### config.mk
export PLATFORM = sky130hd
export DESIGN_NAME = fetch_unit
export DESIGN_NICKNAME = d
export VERILOG_FILES = /design/src/rtl/fetch_unit.sv
export SDC_FILE = /design/constraint.sdc
export NUM_CORES = 1
export LEC_CHECK = 0
export CAP_MARGIN = 20
export CORE_AREA = 5 5 94 96
export CTS_CLUSTER_SIZE = 28
export DETAILED_ROUTE_END_ITERATION = 8
export DIE_AREA = 0 0 99 101
export DONT_BUFFER_PORTS = 1
export PLACE_DENSITY = 0.73
export SLEW_MARGIN = 20
export SYNTH_ARGS = -nofsm -noshare
export SYNTH_HDL_FRONTEND = slang
export SYNTH_SLANG_ARGS = --single-unit
### constraint.sdc
create_clock -name clk -period 1.8 [get_ports clk]
set_input_delay 0.36 -clock clk [delete_from_list [all_inputs] [get_ports clk]]
set_output_delay 0.36 -clock clk [all_outputs]
set_load 0.03 [all_outputs]
### src/rtl/fetch_unit.sv
`default_nettype none
// +------------------------------------------------------------------------+
// | fetch_unit: PC, instruction-memory req/ack fetch, opcode classification |
// | Revision: 1.0                                                           |
// +------------------------------------------------------------------------+
module fetch_unit #(
    parameter logic [31:0] RESET_PC = 32'h0000_0000
) (
    input  logic        clk,
    input  logic        rst_n,
    output logic        mem_req,
    output logic [31:0] mem_addr,
    input  logic        mem_ack,
    input  logic [31:0] mem_rdata,
    input  logic        redirect_valid,
    input  logic [31:0] redirect_pc,
    output logic        out_valid,
    input  logic        out_ready,
    output logic [31:0] instr,
    output logic [2:0]  instr_type,
    output logic [31:0] pc_out
);

    localparam logic [0:0] FETCH = 1'b0;
    localparam logic [0:0] VALID = 1'b1;

    localparam logic [2:0] TYPE_R = 3'd0;
    localparam logic [2:0] TYPE_I = 3'd1;
    localparam logic [2:0] TYPE_S = 3'd2;
    localparam logic [2:0] TYPE_B = 3'd3;
    localparam logic [2:0] TYPE_U = 3'd4;
    localparam logic [2:0] TYPE_J = 3'd5;
    localparam logic [2:0] TYPE_N = 3'd7;

    localparam logic [31:0] NOP_INSTR = 32'h0000_0013;

    logic [0:0]  state_q, state_d;
    logic [31:0] pc_q, pc_d;
    logic [31:0] instr_q, instr_d;
    logic [2:0]  type_q, type_d;
    logic [31:0] pc_out_q, pc_out_d;

    function automatic logic [2:0] decode_type(input logic [6:0] opcode);
        logic [2:0] t;
        case (opcode)
            7'b0110011:                                     t = TYPE_R;
            7'b0010011, 7'b0000011, 7'b1100111, 7'b1110011: t = TYPE_I;
            7'b0100011:                                     t = TYPE_S;
            7'b1100011:                                     t = TYPE_B;
            7'b0110111, 7'b0010111:                         t = TYPE_U;
            7'b1101111:                                     t = TYPE_J;
            default:                                        t = TYPE_N;
        endcase
        return t;
    endfunction

    always_comb begin
        state_d  = state_q;
        pc_d     = pc_q;
        instr_d  = instr_q;
        type_d   = type_q;
        pc_out_d = pc_out_q;
        // Redirect wins over both a pending ack and a downstream handshake.
        if (redirect_valid) begin
            pc_d    = redirect_pc & ~32'h3;
            state_d = FETCH;
        end else if (state_q == FETCH) begin
            if (mem_ack) begin
                instr_d  = mem_rdata;
                type_d   = decode_type(mem_rdata[6:0]);
                pc_out_d = pc_q;
                pc_d     = pc_q + 32'd4;
                state_d  = VALID;
            end
        end else if (out_ready) begin
            state_d = FETCH;
        end
    end

    always_ff @(posedge clk or negedge rst_n) begin
        if (!rst_n) begin
            state_q  <= FETCH;
            pc_q     <= RESET_PC;
            instr_q  <= NOP_INSTR;
            type_q   <= TYPE_I;
            pc_out_q <= 32'h0000_0000;
        end else begin
            state_q  <= state_d;
            pc_q     <= pc_d;
            instr_q  <= instr_d;
            type_q   <= type_d;
            pc_out_q <= pc_out_d;
        end
    end

    // Request is held low while reset is asserted even though state is FETCH.
    assign mem_req    = rst_n & (state_q == FETCH);
    assign mem_addr   = pc_q;
    assign out_valid  = (state_q == VALID);
    assign instr      = instr_q;
    assign instr_type = type_q;
    assign pc_out     = pc_out_q;

endmodule
`default_nettype wire

==> flow_metrics.env <==
export IMPL_status="finished with violations"
export IMPL_violations="hold timing, setup timing"
export IMPL_finalCritPeriodShare=1.06
export IMPL_fin_crit_ns=1.90
export IMPL_start_kind="register"
export IMPL_cts_tree="yes"
export IMPL_ys_flop_type="dfrtp_1"
export IMPL_synth_cell_types=47
export IMPL_setup_ws_ns=-0.104
export IMPL_ant_nets=0
export IMPL_gr_total_overflow=0
export IMPL_arrival_ns=2.18
export IMPL_worst_pin_slew_ns=0.517
export IMPL_antenna_found_initial=0
export IMPL_crit_cells=4
export IMPL_holdWs_ns=-0.317
export IMPL_synth_most_common_cell="dfrtp_1"
export IMPL_setup_tns_ns=-0.244
export IMPL_cts_buffers=9
export IMPL_drc=0
export IMPL_syn_area_per_cell_sq_um=11.6
export IMPL_root_buffer="clkbuf_8"
export IMPL_grt_max_degree=98
export IMPL_crit_buf_inv=0
export IMPL_finalMaxSlewViolations=0
export IMPL_vdd_drop_max_mv=0.608
export IMPL_required_ns=2.08
export IMPL_grt_use_total=0.218
export IMPL_routed_wl_microns=10600
export IMPL_fin_cells=531
export IMPL_cp_slowest_stage_delay_ns=0.59
export IMPL_die_area_sq_mm=0.0100
export IMPL_seq_power_share=0.589
export IMPL_globalplace_congestion=0.798
export IMPL_p_clk_frac=0.253
export IMPL_first_iter_violations=139
export IMPL_yosysWarningCount=0
export IMPL_vias_per_cell=5.98
export IMPL_min_path_type="input pin to asynchronous set/reset pin"
export IMPL_switching_share=0.370
export IMPL_reg2reg_depth=4
export IMPL_crit_family="simple AND/OR/NAND/NOR gates"
export IMPL_placementRows=33
export IMPL_cap_viol_max_count=0
export IMPL_async_flop_share=1.00
export IMPL_grt_pass1_wl_microns=17400
export IMPL_cpMaxStageDelayCell="or4_4"
export IMPL_p_int_mw=3.63
export IMPL_ys_seq_area_frac=0.557
export IMPL_dpl_worst_slack_ns=-0.0956
export IMPL_die_w_microns=99
export IMPL_crit_chain="nand2b_4, or4_4, or4_1, a31oi_1"
export IMPL_slew_headroom=0.652
export IMPL_synth_top_area_share=0.533
export IMPL_power_frac_comb=0.158
export IMPL_fillers=624
export IMPL_diodes=0
export IMPL_vias=3175
export IMPL_p_leak_nw=2.08
export IMPL_ys_top_cells_by_count="dfrtp_1 (92), mux2_2 (57), nand2_1 (35)"
export IMPL_place_hpwl_microns=7880
export IMPL_die_height_microns=101
export IMPL_crit_type="register to register"
export IMPL_synth_edf_count=0
export IMPL_rsz0062_at_grt="true"
export IMPL_ys_ff_latch=96
export IMPL_io_pins=170
export IMPL_cp_end_kind="register"
export IMPL_drt_wirelength_per_cell_microns=19.9
export IMPL_clk_latency_ns=0.36
export IMPL_final_util=0.644
export IMPL_clockBufferDepth=2
export IMPL_fmax_mhz=525
export IMPL_dp_cells=513
export IMPL_initial_utilization=0.542
export IMPL_fp_coreArea_sq_mm=0.00797
export IMPL_hold_viol=96
export IMPL_timing_clock_skew_ns=0.0101
export IMPL_cts_sink_count=96
export IMPL_final_net_count=491
export IMPL_setup_viol=5
export IMPL_critPathMaxFanout=7
export IMPL_port_buffers=0
export IMPL_htreeDepth=3
export IMPL_first_pass_iters=4
export IMPL_clk_pin_slew_ns=0.10
export IMPL_synth_area_leaders="dfrtp_1 (53%), mux2_2 (15%), nand2_1 (3.0%), o21ai_0 (2.7%), dfstp_2 (2.4%)"
export IMPL_drive_above_1_share=0.411
export IMPL_yosysTopAreaCell="dfrtp_1"
export IMPL_area_delta_synth_final_pct=18.7
export IMPL_grt_pass1_vias=3344
export IMPL_synthCells=372
export IMPL_power_density_mw_per_mm2=1120
export IMPL_netlist_area_sq_mm=0.00432
export IMPL_switching_power_mw=2.13
[metal layers]
layer  vias up  global-route usage  wire length (microns)
met5         -                   0                      0
met4         0              0.0746                    225
met3        17              0.0789                    980
met2       134               0.356                   5220
met1      1569               0.270                   4130
li1       1455                   -                      -
[cell families after synthesis]
group	share of synthesized area
compound gates	0.0840
xor+xnor	0.0223
fa+ha+maj	0.00290
buf+inv	0.0295
flops	0.557
mux	0.153
other cells	0.000868
simple gates	0.150
[worst register-to-register path, cell delays in order, from the launching register on]
cell	delay [ns]
dfrtp_2	0.41
nand2b_4	0.15
or4_4	0.59
or4_1	0.50
a31oi_1	0.19
[repair_timing]
item / 4_1_cts / 5_1_grt
setup endpoints to repair: 8 / 14
buffers inserted: 0 / 2
pin swaps: 5 / 5
endpoints found under the hold margin: 96 / 96
gates resized for setup: 4 / 9
[through the flow]
step / area [sq um] / power, mW
3_5_place_dp: 4840 / 4.34
6_report: 5130 / 5.76
4_1_cts: 5070 / 5.81
2_1_floorplan: 4390 / 4.02
3_3_place_gp: 4840 / 4.30
5_1_grt: 5130 / 6.04
[state kept, by name (all words and copies together), names as in the netlist]
name	flops
instr	32
instr_type	3
mem_addr	30
out_valid	1
pc_out	30
[final timing paths]
kind | from | to | slack, ns
setup / recovery | out_valid | mem_addr[30] | -0.10
max in group asynchronous | rst_n | instr[0] | 1.94
min in group clk | redirect_valid | out_valid | 0.08
setup reg to reg | out_valid | mem_addr[30] | -0.10
hold / removal | rst_n | pc_out[24] | -0.32
hold reg to reg | instr[4] | instr[4] | 0.57
[layout by cell type, fill, tap and decap left out, types with 9 or more instances in the layout]
| master | netlist | layout |
|---|---|---|
| a31oi_1 | 11 | 10 |
| nor2_1 | 16 | 15 |
| clkbuf_8 | 0 | 9 |
| nand3_1 | 10 | 9 |
| dfrtp_2 | 0 | 23 |
| dfrtp_1 | 92 | 69 |
| buf_4 | 4 | 54 |
| o21ai_0 | 23 | 23 |
| mux2_2 | 57 | 57 |
| nand2_1 | 35 | 34 |
[power by group through the flow]
stage	combinational, mW	clock (mW)	sequential [mW]
CTS	0.904	1.50	3.40
detailed placement	0.902	0	3.44
global placement	0.864	0	3.43
global route	0.994	1.60	3.44
floorplan	0.490	0	3.53
finish	0.907	1.46	3.39
[cell type report]
type	count	area (sq um)	share of cell area
Sequential cell	96	2440	0.475
Multi-Input combinational cell	251	1880	0.367
Timing Repair Buffer	57	448	0.0873
Tap cell	105	131	0.0256
Clock buffer	9	124	0.0242
Clock inverter	7	85.1	0.0166
Inverter	6	22.5	0.00439
Power figures use the tool's default switching activity.
